===== src/rtl/proc_pkg.sv =====
// Shared definitions for the fetch path: instruction field positions,
// the NOP opcode and the fetch-request FSM state encoding.
package proc_pkg;

    localparam int OPC_HI = 15;
    localparam int OPC_LO = 12;
    localparam int RD_HI  = 11;
    localparam int RD_LO  = 8;
    localparam int RS_HI  = 7;
    localparam int RS_LO  = 4;
    localparam int IMM_HI = 7;
    localparam int IMM_LO = 0;

    localparam logic [3:0] OPC_NOP = 4'h0;

    typedef enum logic [1:0] {
        ST_IDLE = 2'b00,
        ST_PEND = 2'b01,
        ST_HALT = 2'b10
    } fetch_state_e;

endpackage


===== src/rtl/fetch_req_fsm.sv =====
// Fetch-request controller: owns the IDLE/PEND/HALT state, raises the
// memory request on a fetch strobe when no word is held, and tracks
// whether the instruction register holds a usable word.
module fetch_req_fsm
    import proc_pkg::*;
(
    input  logic clk,
    input  logic clr,
    input  logic fetch_stb,
    input  logic exec_stb,
    input  logic incr_stb,
    input  logic mem_rvalid,
    input  logic dec_valid,
    input  logic halt,
    output logic mem_req,
    output logic ir_load,
    output logic ir_valid,
    output logic halted
);

    fetch_state_e state_r;
    fetch_state_e state_nxt_s;
    logic         ir_valid_r;
    logic         ir_valid_nxt_s;
    logic         halt_hit_s;

    assign halt_hit_s = exec_stb & halt & dec_valid;

    // State and ir_valid registers; clr clears them at any time.
    always_ff @(posedge clk or negedge clr) begin
        if (!clr) begin
            state_r    <= ST_IDLE;
            ir_valid_r <= 1'b0;
        end else begin
            state_r    <= state_nxt_s;
            ir_valid_r <= ir_valid_nxt_s;
        end
    end

    // Next state, request generation and ir_valid set/clear.
    always_comb begin
        state_nxt_s    = state_r;
        ir_valid_nxt_s = ir_valid_r;
        mem_req        = 1'b0;
        ir_load        = 1'b0;
        case (state_r)
            ST_IDLE: begin
                if (halt_hit_s) begin
                    state_nxt_s = ST_HALT;
                end else if (fetch_stb && !ir_valid_r) begin
                    mem_req = 1'b1;
                    if (mem_rvalid) begin
                        ir_load        = 1'b1;
                        ir_valid_nxt_s = 1'b1;
                    end else begin
                        state_nxt_s = ST_PEND;
                    end
                end else if (incr_stb && dec_valid) begin
                    ir_valid_nxt_s = 1'b0;
                end else begin
                    state_nxt_s = ST_IDLE;
                end
            end
            ST_PEND: begin
                // A late word lands here; the slot it missed is already a bubble.
                if (halt_hit_s) begin
                    state_nxt_s = ST_HALT;
                end else if (mem_rvalid) begin
                    ir_load        = 1'b1;
                    ir_valid_nxt_s = 1'b1;
                    state_nxt_s    = ST_IDLE;
                end else begin
                    state_nxt_s = ST_PEND;
                end
            end
            ST_HALT: begin
                state_nxt_s = ST_HALT;
            end
            default: begin
                state_nxt_s    = ST_IDLE;
                ir_valid_nxt_s = 1'b0;
            end
        endcase
    end

    assign ir_valid = ir_valid_r;
    assign halted   = (state_r == ST_HALT);

endmodule


===== src/rtl/fetch_unit.sv =====
// Program counter, instruction register and field decode, stepped by
// the one-hot phase strobes f/d/e/i. A late memory word turns the slot
// into a bubble instead of stalling the sequencer.
module fetch_unit
    import proc_pkg::*;
#(
    parameter int                ADDR_W   = 8,
    parameter int                INSTR_W  = 16,
    parameter logic [ADDR_W-1:0] RESET_PC = {ADDR_W{1'b0}}
) (
    input  logic               clk,
    input  logic               clr,
    input  logic               f,
    input  logic               d,
    input  logic               e,
    input  logic               i,
    output logic               mem_req,
    output logic [ADDR_W-1:0]  mem_addr,
    input  logic [INSTR_W-1:0] mem_rdata,
    input  logic               mem_rvalid,
    input  logic               br_taken,
    input  logic [ADDR_W-1:0]  br_target,
    input  logic               halt,
    output logic [ADDR_W-1:0]  pc,
    output logic [INSTR_W-1:0] ir,
    output logic               dec_valid,
    output logic [3:0]         opcode,
    output logic [3:0]         rd,
    output logic [3:0]         rs,
    output logic [7:0]         imm,
    output logic               halted
);

    localparam logic [ADDR_W-1:0] PC_ONE = {{(ADDR_W-1){1'b0}}, 1'b1};

    logic               incr_stb_s;
    logic               exec_stb_s;
    logic               decode_stb_s;
    logic               fetch_stb_s;
    logic               ir_load_s;
    logic               ir_valid_s;
    logic               halted_s;

    logic [ADDR_W-1:0]  pc_r;
    logic [INSTR_W-1:0] ir_r;
    logic [3:0]         opcode_r;
    logic [3:0]         rd_r;
    logic [3:0]         rs_r;
    logic [7:0]         imm_r;
    logic               dec_valid_r;
    logic               br_pend_r;
    logic [ADDR_W-1:0]  br_tgt_r;

    // Illegal multi-strobe cycles resolve as i > e > d > f.
    assign incr_stb_s   = i;
    assign exec_stb_s   = e & ~i;
    assign decode_stb_s = d & ~i & ~e;
    assign fetch_stb_s  = f & ~i & ~e & ~d;

    fetch_req_fsm u_req (
        .clk        (clk),
        .clr        (clr),
        .fetch_stb  (fetch_stb_s),
        .exec_stb   (exec_stb_s),
        .incr_stb   (incr_stb_s),
        .mem_rvalid (mem_rvalid),
        .dec_valid  (dec_valid_r),
        .halt       (halt),
        .mem_req    (mem_req),
        .ir_load    (ir_load_s),
        .ir_valid   (ir_valid_s),
        .halted     (halted_s)
    );

    // PC, IR, decoded fields and pending branch; everything freezes in HALT.
    always_ff @(posedge clk or negedge clr) begin
        if (!clr) begin
            pc_r        <= RESET_PC;
            ir_r        <= {INSTR_W{1'b0}};
            opcode_r    <= 4'h0;
            rd_r        <= 4'h0;
            rs_r        <= 4'h0;
            imm_r       <= 8'h00;
            dec_valid_r <= 1'b0;
            br_pend_r   <= 1'b0;
            br_tgt_r    <= {ADDR_W{1'b0}};
        end else if (!halted_s) begin
            if (ir_load_s) begin
                ir_r <= mem_rdata;
            end
            if (incr_stb_s) begin
                // Bubbles leave pc alone so a late word is decoded next round.
                if (dec_valid_r) begin
                    pc_r        <= br_pend_r ? br_tgt_r : (pc_r + PC_ONE);
                    br_pend_r   <= 1'b0;
                    dec_valid_r <= 1'b0;
                end
            end else if (exec_stb_s) begin
                if (dec_valid_r) begin
                    br_pend_r <= br_taken;
                    br_tgt_r  <= br_target;
                end
            end else if (decode_stb_s) begin
                if (ir_valid_s) begin
                    opcode_r    <= ir_r[OPC_HI:OPC_LO];
                    rd_r        <= ir_r[RD_HI:RD_LO];
                    rs_r        <= ir_r[RS_HI:RS_LO];
                    imm_r       <= ir_r[IMM_HI:IMM_LO];
                    dec_valid_r <= 1'b1;
                end else begin
                    opcode_r    <= OPC_NOP;
                    rd_r        <= 4'h0;
                    rs_r        <= 4'h0;
                    imm_r       <= 8'h00;
                    dec_valid_r <= 1'b0;
                end
            end
        end
    end

    assign mem_addr  = pc_r;
    assign pc        = pc_r;
    assign ir        = ir_r;
    assign opcode    = opcode_r;
    assign rd        = rd_r;
    assign rs        = rs_r;
    assign imm       = imm_r;
    assign dec_valid = dec_valid_r;
    assign halted    = halted_s;

endmodule


===== config.mk =====
export PLATFORM = sky130hd
export DESIGN_NAME = fetch_unit
export DESIGN_NICKNAME = d
export VERILOG_FILES = /design/src/rtl/proc_pkg.sv /design/src/rtl/fetch_req_fsm.sv /design/src/rtl/fetch_unit.sv
export SDC_FILE = /design/constraint.sdc
export NUM_CORES = 1
export LEC_CHECK = 0
export ABC_AREA = 1
export CORE_MARGIN = 10
export CORE_UTILIZATION = 44
export DETAILED_ROUTE_END_ITERATION = 8
export GPL_ROUTABILITY_DRIVEN = 0
export PLACE_DENSITY = 0.76
export SLEW_MARGIN = 30
export SYNTH_ARGS = -nofsm -noshare
export SYNTH_HDL_FRONTEND = slang
export SYNTH_SLANG_ARGS = --single-unit

===== constraint.sdc =====
create_clock -name clk -period 1.6 [get_ports clk]
set_input_delay 0.48 -clock clk [delete_from_list [all_inputs] [get_ports clk]]
set_output_delay 0.48 -clock clk [all_outputs]
set_load 0.02 [all_outputs]

* Word level (Yosys, flattened, before mapping) *
Cells that the tools add are included.

word-level totals
  register bits after elaboration = 57
  bits of input ports = 33
  output and inout bits = 55
  word-level logic and storage cells = 81

operators by class
  $add $sub $neg = 1
  eq/ne operators = 8
  multiplexer cells = 34
  bitwise gates (word level) = 13
  reduce and logical (&&, ||, !) cells = 14

operators by type and width
  cell                                                   number
  two-way mux 1 bit                                      21
  two-way mux 8 bit                                      2
  two-way mux 4 bit                                      3
  AND reduction 4 bit                                    3
  two-way mux 2 bit                                      5
  AND reduction 3 bit                                    3
  adder 8 x 1 -> 8 bit, second input constant            1
  AND 1 bit                                              8
  inequality test 2 bit, second input constant           3
  case mux 2 bit (3 select lines)                        1
  NOT 1 bit                                              5
  inequality test 4 x 2 -> 1 bit, second input constant  1
  inequality test 4 x 3 -> 1 bit, second input constant  1
  AND reduction 2 bit                                    2
  nonzero test 2 bit                                     2
  inequality test 3 x 1 -> 1 bit, second input constant  1
  case mux 1 bit (3 select lines)                        1
  equality test 2 x 1 -> 1 bit, second input constant    1
  equality test 2 bit, second input constant             1
  logical AND 1 bit                                      2
  zero test 2 bit                                        1
  case mux 1 bit (2 select lines)                        1
  zero test 1 bit                                        1

* Longest topological paths before layout *
  depth after elaboration = 9
  gate-level depth with buffers = 8
  depth with buffers taken out = 7

* Modules after synthesis *
From an unflattened synthesis, not the netlist that was laid out.

unflattened totals
  cells, all modules = 302
  area total of the unflattened synthesis = 2,548.7 sq um

by module, submodules not included
  module         instances  cells an instance  area each (sq um)
  fetch_unit     1          262                2,307.2
  fetch_req_fsm  1          40                 241.5

* Worst setup path after synthesis *
No wires, ideal clock.

  path kind = in2out
  from = input d
  to = output mem_req
  arrival time = 1.016 ns
  data required time = 1.120 ns
  slack = 0.104 ns
  stages on the path = 3
  path through = nor2_1 nand3_1 nor2_1

between the ends
  cells in the longest elaborated chain, start to end = 6

RTL lines
  item               RTL line             RTL
  from (decl)        fetch_unit.sv:14     input logic d,
  NOT 1 bit          fetch_unit.sv:58     assign fetch_stb_s = f & ~i & ~e & ~d;
  AND 1 bit          fetch_unit.sv:58
  logical AND 1 bit  fetch_req_fsm.sv:50  end else if (fetch_stb && !ir_valid_r) begin
  two-way mux 1 bit  fetch_req_fsm.sv:50
  two-way mux 1 bit  fetch_req_fsm.sv:48  if (halt_hit_s) begin
  two-way mux 1 bit  fetch_req_fsm.sv:46  case (state_r)
  to (decl)          fetch_unit.sv:17     output logic mem_req,

Every way passes these cells.

* Worst setup path in the final report *
  from = register u_req.ir_valid_r (netlist: u_req.ir_valid)
  to = output mem_req

between the ends
  cells in the longest elaborated chain, start to end = 5

RTL lines
  item                    RTL line             RTL
  from (decl)             fetch_req_fsm.sv:23  logic ir_valid_r;
  from (signal assigned)  fetch_req_fsm.sv:36  ir_valid_r <= ir_valid_nxt_s;
  zero test 1 bit         fetch_req_fsm.sv:50
  logical AND 1 bit       fetch_req_fsm.sv:50
  two-way mux 1 bit       fetch_req_fsm.sv:50
  two-way mux 1 bit       fetch_req_fsm.sv:48
  two-way mux 1 bit       fetch_req_fsm.sv:46

Every way passes these cells.

==> results.sh <==
export IMPL_end_kind="output port"
export IMPL_syn_area_per_cell_sq_um=8.88
export IMPL_grt_pass1_vias=2309
export IMPL_clockBufferDepth=2
export IMPL_route_vias_total=2257
export IMPL_final_antenna_net_count=0
export IMPL_post_route_period_util=1.08
export IMPL_ys_warnings_count=0
export IMPL_drv_slew=0
export IMPL_crit_type="reg2out"
export IMPL_dieHeight_um=96.5
export IMPL_synthToLayoutAreaGrowth_pct=46.3
export IMPL_syn_nets=324
export IMPL_wl_met2_mm=3.20
export IMPL_failed_checks="setup timing"
export IMPL_top_layer="met4"
export IMPL_final_hold_viol_count=0
export IMPL_grt_ovfl_total=0
export IMPL_slew_headroom=0.736
export IMPL_rows=27
export IMPL_clock_latency_ns=0.30
export IMPL_drt_iter0_markers=66
export IMPL_grt_max_degree=54
export IMPL_arrival_ns=1.25
export IMPL_crit_fanout=2
export IMPL_htree_levels=2
export IMPL_powerDensity_nw_per_um2=1450
export IMPL_synth_seq_cells=53
export IMPL_root_buffer="clkbuf_8"
export IMPL_fin_crit_ns=1.73
export IMPL_final_util=0.672
export IMPL_grt_pass1_wl_mm=10.9
export IMPL_nets=432
export IMPL_fmax_mhz=577
export IMPL_core_area_sq_um=5610
export IMPL_netlist_cell_type_count=28
export IMPL_start_util=0.459
export IMPL_ys_async_sr_fraction=1.00
export IMPL_drtPass1Iterations=4
export IMPL_netlist_area_sq_um=2580
export IMPL_wl_per_cell_um=14.5
export IMPL_ctsHoldBuffers=0
export IMPL_synth_cells=290
export IMPL_cts_buffers=5
export IMPL_synth_edf_count=0
export IMPL_die_area_sq_um=9320
export IMPL_critPathRequiredTime_ns=1.12
export IMPL_holdCritPathClass="in2async"
export IMPL_leakage_nw=1.95
export IMPL_synth_ff_type="dfrtp_1"
export IMPL_rsz0062_at_grt="true"
export IMPL_critPathSlowestCell="dfrtp_1"
export IMPL_vias_per_cell=4.79
export IMPL_path_cells="nor2_2, nand3_2, nor2_4, buf_6"
export IMPL_whs_ns=0.151
export IMPL_setup_viol=1
export IMPL_start_kind="flop"
export IMPL_setup_ws_ns=-0.132
export IMPL_antennaDiodeCount=0
export IMPL_wl_mm=6.83
export IMPL_fin_skew_ns=0.00197
export IMPL_place_detailed_hpwl_mm=5.06
export IMPL_antenna_found_initial=0
export IMPL_chipWidth_um=96.5
export IMPL_wl_met3_um=845
export IMPL_drt_drc_violations_left=0
export IMPL_max_cap_viol_count=0
export IMPL_ir_drop_mv=0.935
export IMPL_grtUsageTotal=0.148
export IMPL_cts_tree="built"
export IMPL_io_buffers=87
export IMPL_cts_clk_slew_worst_paths_ns=0.09
export IMPL_seq_area_frac_synth=0.515
export IMPL_layout_drive_gt1_share=0.190
export IMPL_status="complete, but fails checks"
export IMPL_critPathMaxStageDelay_ns=0.41
export IMPL_r2r_slack_ns=0.13
export IMPL_met1_length_mm=2.72
export IMPL_cts_sinks=53
export IMPL_io_pins=88
export IMPL_worstMarginPinSlew_ns=0.394
cells in the final DEF, fill, tap and decap left out, types with 5 or more instances in the layout:
cell             instances
dfrtp_1                 53
dlygate4sd2_1           53
nand2_1                 52
inv_1                   48
clkdlybuf4s50_1         27
buf_4                   26
o21ai_0                 25
nor2_1                  18
a21oi_1                 11
nand3_1                 10
o22ai_2                  9
o22ai_1                  7
o21ai_2                  6
clkbuf_8                 6
buf_12                   5
cell type report:
class | instances | area (sq um)
flip-flops and latches | 53 | 1330
inverters | 54 | 203
well taps | 72 | 90.1
repair buffers | 120 | 1120
fillers | 497 | 1840
multi-input cells | 164 | 913
clock buffers | 7 | 86.3
clock inverters | 1 | 30.0
cell families (layout without fill, tap and decap cells):
family	count (synthesis)	after routing	synth area share
simple gates	101	101	0.183
fa+ha+maj	1	1	0.00486
flops	53	53	0.515
compound gates	62	62	0.160
buf+inv	73	182	0.137
Yosys cell counts, types with 2 or more instances:
cell      count  area (sq um)
nand2_2       2          12.5
nor3_1        2          10.0
inv_2         4          15.0
nand3_2       3          30.0
o21ai_0      25           125
a21oi_1      11          55.1
o22ai_1       7          43.8
dfrtp_1      53          1330
nand4_1       3          18.8
buf_6         4          45.0
nand3b_1      2          15.0
clkinv_1      2          7.51
o21ai_2       6          52.6
nor2_1       21          78.8
nand3_1      11          55.1
nand2_4       2          22.5
nand2_1      52           195
o21ai_1       3          15.0
buf_4        13          97.6
o22ai_2       9           113
inv_1        48           180
per-stage QoR:
step	worst slack, ns	std cells	cell area (sq um)	TNS, ns	total power [mW]
floorplan	0.104	290	2580	0	3.54
global placement	-0.808	460	3670	-13.83	4.81
detailed placement	-0.858	460	3670	-15.33	4.88
CTS	-0.134	471	3750	-0.134	5.50
global route	-0.180	471	3770	-0.201	5.84
finish	-0.132	471	3770	-0.132	5.45
registers in the layout (all words and copies together), names as in the netlist:
signal / flops
ir: 16
br_tgt_r: 8
mem_addr: 8
imm: 4
opcode: 4
rd: 4
rs: 4
u_req.state_r: 2
br_pend_r: 1
dec_valid: 1
u_req.ir_valid: 1
timing repair:
item,4_1_cts,5_1_grt
setup endpoints to repair,72,11
gates resized for setup,72,8
buffers inserted,3,0
pin swaps,3,4
metal layers:
metal,global-route usage,up-vias
met4,0.0448,0
met1,0.163,1039
met2,0.243,82
li1,-,1128
met5,0,-
met3,0.0779,8
worst max-delay path: cells and delay by family (launching register included):
| family | cells | cell delay, ns |
|---|---|---|
| and+or+nand+nor | 3 | 0.42 |
| DFF | 1 | 0.41 |
| buffers and inverters | 1 | 0.13 |
worst paths after layout:
| kind | startpoint | to | cells past startpoint |
|---|---|---|---|
| worst max register to register | u_req.ir_valid | ir[12] | 9 |
| worst max-delay path | u_req.ir_valid | mem_req | 4 |
| worst min register to register | br_tgt_r[4] | br_tgt_r[4] | 2 |
| min in group clk | br_tgt_r[4] | br_tgt_r[4] | 2 |
| worst min-delay path | clr | u_req.state_r[0] | 2 |
| max in group asynchronous | clr | mem_addr[6] | 2 |
where the power goes:
part	internal [mW]	switching, mW	leakage [nW]
sequential	1.76	0.258	0.691
clock	0.511	0.432	0.0585
combinational	1.02	1.48	1.20
total	3.29	2.17	1.95
(Power assumes the default switching activity.)
==> RTL edit 1 (config.mk and constraints unchanged) <==
Change the parameter `INSTR_W` from 16 to 20.
--- a/src/rtl/fetch_unit.sv
+++ b/src/rtl/fetch_unit.sv
@@ -7,3 +7,3 @@
     parameter int                ADDR_W   = 8,
-    parameter int                INSTR_W  = 16,
+    parameter int                INSTR_W  = 20,
     parameter logic [ADDR_W-1:0] RESET_PC = {ADDR_W{1'b0}}
Interface: changed (resized ir and mem_rdata); port bits go from 88 to 96. No check against the original RTL was run, so the function may have changed too.
==> RTL edit 1 against the unedited design <==
  * The run still ends with setup timing left
  * Routed wire length grew 13%
  * Sequential share of layout area decreased by 0.98 points
  * Area after synthesis is 6.5% higher
  * Total power up 12%
  * Sequential cell count is 4 higher
  * Highest routed layer unchanged
  * Worst setup slack better by 0.016 ns
  * Final area increased by 11%
  * Critical path depth rose by 1
  * Maximum frequency increased by 0.92%
  * Sequential power is 6% higher
  * First-iteration DRC count rose by 55%
  * Global-route usage increased by 0.79 points
  * Clock power grew 70%
==> RTL edit 1: results (changes against the unedited design) <==
.. list-table::
   :header-rows: 1

   * - Metric
     - Value
   * - Detailed-route vias per instance
     - 4.81 (+0.46%)
   * - Flip-flop count of the largest register after layout
     - 20 (+4)
   * - Proportion of synthesized flip-flops having asynchronous set or reset
     - 100% (unchanged)
   * - HPWL after detailed placement
     - 5530 um (+9.3%)
   * - Status
     - complete, but fails checks
   * - Capturing point of the worst reg2reg path
     - u_req.state_r[0]
   * - Sum Neg Setup Slack
     - -0.116 ns (+0.0159 ns)
   * - Number of nets in the layout
     - 474 (+9.7%)
   * - Placed cells
     - 492 (+7.0%)
   * - Antenna diode count
     - 0 (unchanged)
   * - Count of cell types in the netlist
     - 31 (+11%)
   * - Mean area per synthesized cell
     - 8.91 um^2 (+0.28%)
   * - Clock-pin slew on the worst setup and hold paths
     - 0.07 ns (-0.02 ns)
   * - Leading cell types by count after synthesis
     - sky130_fd_sc_hd__dfrtp_1, sky130_fd_sc_hd__inv_1, sky130_fd_sc_hd__nand2_1, sky130_fd_sc_hd__nor2_1
   * - Leak Pwr
     - 0.00222 uW (+14%)
   * - Post-DR wirelength/cell
     - 14.9 um (+2.9%)
   * - Fraction of layout instances using a drive strength above 1
     - 21.8% (+2.7 points)
   * - Setup slack of the critical path after layout
     - -0.116 ns (+0.0159 ns)
   * - Placement Setup Slack
     - -0.806 ns (+0.0525 ns)
   * - Num CTS Buffers
     - 9 (+4)
   * - Total Wirelength
     - 7690 um (+13%)
   * - H-tree levels
     - 3 (+1)
   * - Later-pin clock latency in the skew report
     - 0.33 ns (+0.03 ns)
   * - Cell Int Power
     - 3900 uW (+19%)
   * - Maximum number of pins on one net before global-route repair
     - 36 (-33%)
   * - Count of input and output buffers
     - 95 (+9.2%)
   * - Worst relative slew slack
     - 70.6% (-3.0 points)
   * - Wire length of the first global-routing pass
     - 12500 um (+15%)
   * - Tot GR Track Use
     - 15.6% (+0.79 points)
   * - Clock buffer depth
     - 2 (unchanged)
   * - Starting DRT DRC Count
     - 102 (+55%)
   * - Ranking of synthesized cells by area
     - sky130_fd_sc_hd__dfrtp_1, sky130_fd_sc_hd__inv_1, sky130_fd_sc_hd__nand2_1
   * - Type of the most critical hold path
     - in -> async
   * - Drt pass-1 iters
     - 4 (unchanged)
   * - Clock tree skew after final layout
     - 0.00720 ns (+0.00524 ns)
   * - Critical path launch point
     - d
   * - Number of endpoints failing setup at the final stage
     - 1 (unchanged)
   * - Slowest CP cell
     - sky130_fd_sc_hd__clkdlybuf4s15_1
   * - Delay of the slowest cell on the worst path
     - 0.23 ns (-0.18 ns)
   * - Max rail drop VDD
     - 0.898 mV (-3.9%)
   * - Vias in the first global route
     - 2554 (+11%)
   * - Seq/Total Area, Yosys
     - 52.0% (+0.50 points)
   * - Failing checks
     - setup timing
   * - Synthesized Nets
     - 346 (+6.8%)
RTL edit 1: changes by cell type in the layout (fill, tap and decap cells not counted), sizes merged, moves of 4 or more:
cell           change
dfrtp              +4
inv                +7
clkdlybuf4s50      +4
nand3              +4
nand2              +9
clkbuf             +6
buf                +7
RTL edit 1: final cells by class:
| class | instances | area [um^2] |
|---|---|---|
| multi-input cells | 174 | 998 |
| fillers | 487 | 1820 |
| inverters | 59 | 221 |
| well taps | 75 | 93.8 |
| clock buffers | 11 | 131 |
| repair buffers | 135 | 1190 |
| flip-flops and latches | 57 | 1430 |
| clock inverters | 5 | 104 |
RTL edit 1: logic make-up (layout without fill, tap and decap cells):
group | count (synthesis) | in the layout | share of synthesized area, %
compound gates | 61 | 61 | 13.7
fa+ha+maj | 1 | 1 | 0.456
buf+inv | 79 | 210 | 14.1
flops | 57 | 57 | 52.0
simple gates | 110 | 112 | 19.7
RTL edit 1: critical path: cells and delay by family:
kind / cells / cell delay [ns]
simple gates: 3 / 0.40
buf+inv: 2 / 0.35
RTL edit 1: timing repair:
item	in CTS	in global routing
setup buffers	6	2
pin swaps	7	7
setup endpoints to repair	83	29
gates resized for setup	77	18
gates cloned	1	1
hold buffers	0	0
RTL edit 1: metal layers:
layer,vias up,track usage (%),share of wire (%)
li1,1232,-,-
met1,1164,16.3,39
met2,79,26.2,49
met3,9,8.31,10
met4,0,5.07,1.3
met5,-,0,0
RTL edit 1: through the flow:
step	hold WS [ns]	instance area (um^2)	total power, uW	utilization (%)
after floorplan	0.184	2740	3540	-
after global routing	0.169	4170	6530	69.6
final	0.149	4170	6130	69.6
after global placement	0.464	3880	4780	64.8
after CTS	0.154	4120	6170	68.8
after detailed placement	0.472	3880	4850	64.8
RTL edit 1: how the worst min path moves through the flow:
stage / to / startpoint / slack (ns) / depth (start not counted)
after floorplan: br_pend_r / clr / 0.18 / 0
after global placement: br_tgt_r[3] / br_tgt_r[3] / 0.46 / 2
after detailed placement: br_tgt_r[3] / br_tgt_r[3] / 0.47 / 2
after CTS: mem_addr[4] / clr / 0.15 / 2
after global routing: br_tgt_r[0] / clr / 0.17 / 2
final: mem_addr[0] / clr / 0.15 / 2
RTL edit 1: power groups by stage:
| stage | clock [uW] | combinational, uW | sequential (uW) |
|---|---|---|---|
| final | 1600 | 2390 | 2140 |
| after CTS | 1620 | 2420 | 2130 |
| after global routing | 1710 | 2630 | 2190 |
| after global placement | 0 | 2640 | 2140 |
| after floorplan | 0 | 945 | 2600 |
| after detailed placement | 0 | 2680 | 2170 |
==> RTL edit 2 (config.mk and constraints unchanged) <==
Made on the original files. Register the output `ir` once more; this adds one clock of latency there. The other outputs are not delayed to match.
--- a/src/rtl/fetch_unit.sv
+++ b/src/rtl/fetch_unit.sv
@@ -122,3 +122,5 @@
     assign pc        = pc_r;
-    assign ir        = ir_r;
+    always_ff @(posedge clk) begin
+        ir <= ir_r;
+    end
     assign opcode    = opcode_r;
Behaviour: not the same (a bounded check fails within 4 cycles, from zero or initial values).
==> RTL edit 2 against the unedited design <==
  * The flow still finishes with violations (setup timing)
  * Global-route usage up 0.40 points
  * Area after synthesis up 11%
  * Total power up 3.6%
  * Routed wire length up 8.5%
  * Sequential cell count up 16
  * Sequential power up 23%
  * Final area up 10%
  * Worst setup slack worse by 0.055 ns
  * First-iteration DRC count up 41%
  * Final cell count up 6.6%
  * Non-clock buffer count up 5
  * Via count up 7.2%
  * Critical path type is now in -> out
  * Largest cell class unchanged
  * Largest power group is now registers
==> RTL edit 2: results (changes against the unedited design) <==
.. list-table::
   :header-rows: 1

   * - Metric
     - Value
   * - Slowest CP cell
     - sky130_fd_sc_hd__dlygate4sd2_1
   * - Layout clock area frac
     - 4.76% (+1.7 points)
   * - Clock-pin slew on the worst setup and hold paths
     - 0.07 ns (-0.02 ns)
   * - Setup slack of the critical path after layout
     - -0.188 ns (-0.0554 ns)
   * - Final Hold Slack
     - 0.123 ns (-0.0278 ns)
   * - Sum Neg Setup Slack
     - -0.188 ns (-0.0554 ns)
   * - Number of inverters outside the clock class in the layout
     - 40 (-26%)
   * - Power per standard cell area
     - 1360 nW/um^2 (-6.1%)
   * - R2R depth
     - 10 (+1)
   * - Number of endpoints failing setup at the final stage
     - 1 (unchanged)
   * - Slack of the worst reg-to-reg path
     - 0.07 ns (-0.06 ns)
   * - H-tree levels
     - 3 (+1)
   * - GR Layer Usage met1
     - 16.1% (-0.14 points)
   * - Vias in the first global route
     - 2605 (+13%)
   * - Starting DRT DRC Count
     - 93 (+41%)
   * - Clock tree skew after final layout
     - 0.0100 ns (+0.00807 ns)
   * - Placement Setup Slack
     - -0.807 ns (+0.0513 ns)
   * - Fraction of the mapped netlist area in compound gates
     - 15.7% (-0.25 points)
   * - Share of cell area taken by multi-input logic gates
     - 22.5% (-1.8 points)
   * - Num CTS Buffers
     - 9 (+4)
   * - Number of nets in the layout
     - 454 (+5.1%)
   * - Proportion of synthesized flip-flops having asynchronous set or reset
     - 76.8% (-23 points)
   * - Tot GR Track Use
     - 15.2% (+0.40 points)
   * - Capturing point of the worst reg2reg path
     - u_req.ir_valid
   * - Seq/Total Area, Yosys
     - 57.7% (+6.2 points)
   * - Sink Count
     - 69 (+30%)
   * - Instance count of the mapped netlist
     - 304 (+4.8%)
   * - Post-DR wirelength/cell
     - 14.8 um (+1.8%)
   * - Clock group total power
     - 1400 uW (+49%)
   * - Worst relative slew slack
     - 78.1% (+4.5 points)
   * - Count of cell types in the netlist
     - 27 (-3.6%)
   * - Sequential-cell power consumption
     - 2480 uW (+23%)
   * - Filler cell count in the final layout
     - 534 (+7.4%)
   * - Status
     - complete, but fails checks
   * - Failing checks
     - setup timing
   * - CP arrival
     - 1.31 ns (+0.06 ns)
-- RTL edit 2: cell count changes in the layout (fill, tap and decap cells not counted), sizes merged, moves of 3 or more --
cell,change
nand2,+3
o22ai,-16
o21ai,+29
buf,+5
clkbuf,+8
dlygate4sd2,-4
nor2,-5
dfxtp,+16
inv,-11
-- RTL edit 2: worst max path at each step --
stage / from / endpoint / slack, ns / cells past startpoint
finish: d / mem_req / -0.19 / 5
global route: u_req.ir_valid / mem_req / -0.22 / 4
floorplan: e / mem_req / 0.1 / 3
detailed placement: e / mem_req / -0.81 / 5
global placement: e / mem_req / -0.78 / 5
CTS: u_req.ir_valid / mem_req / -0.18 / 4
-- RTL edit 2: logic make-up after synthesis --
family / Yosys count
buffers and inverters: 60
and+or+nand+nor: 97
AOI/OAI and AO/OA: 77
adders and majority gates: 1
DFF: 69
-- RTL edit 2: repair_timing --
action,4_1_cts,5_1_grt
endpoints found under the setup margin,55,10
setup buffers,7,1
pin swaps,3,5
cloned,0,0
resized for setup,75,17
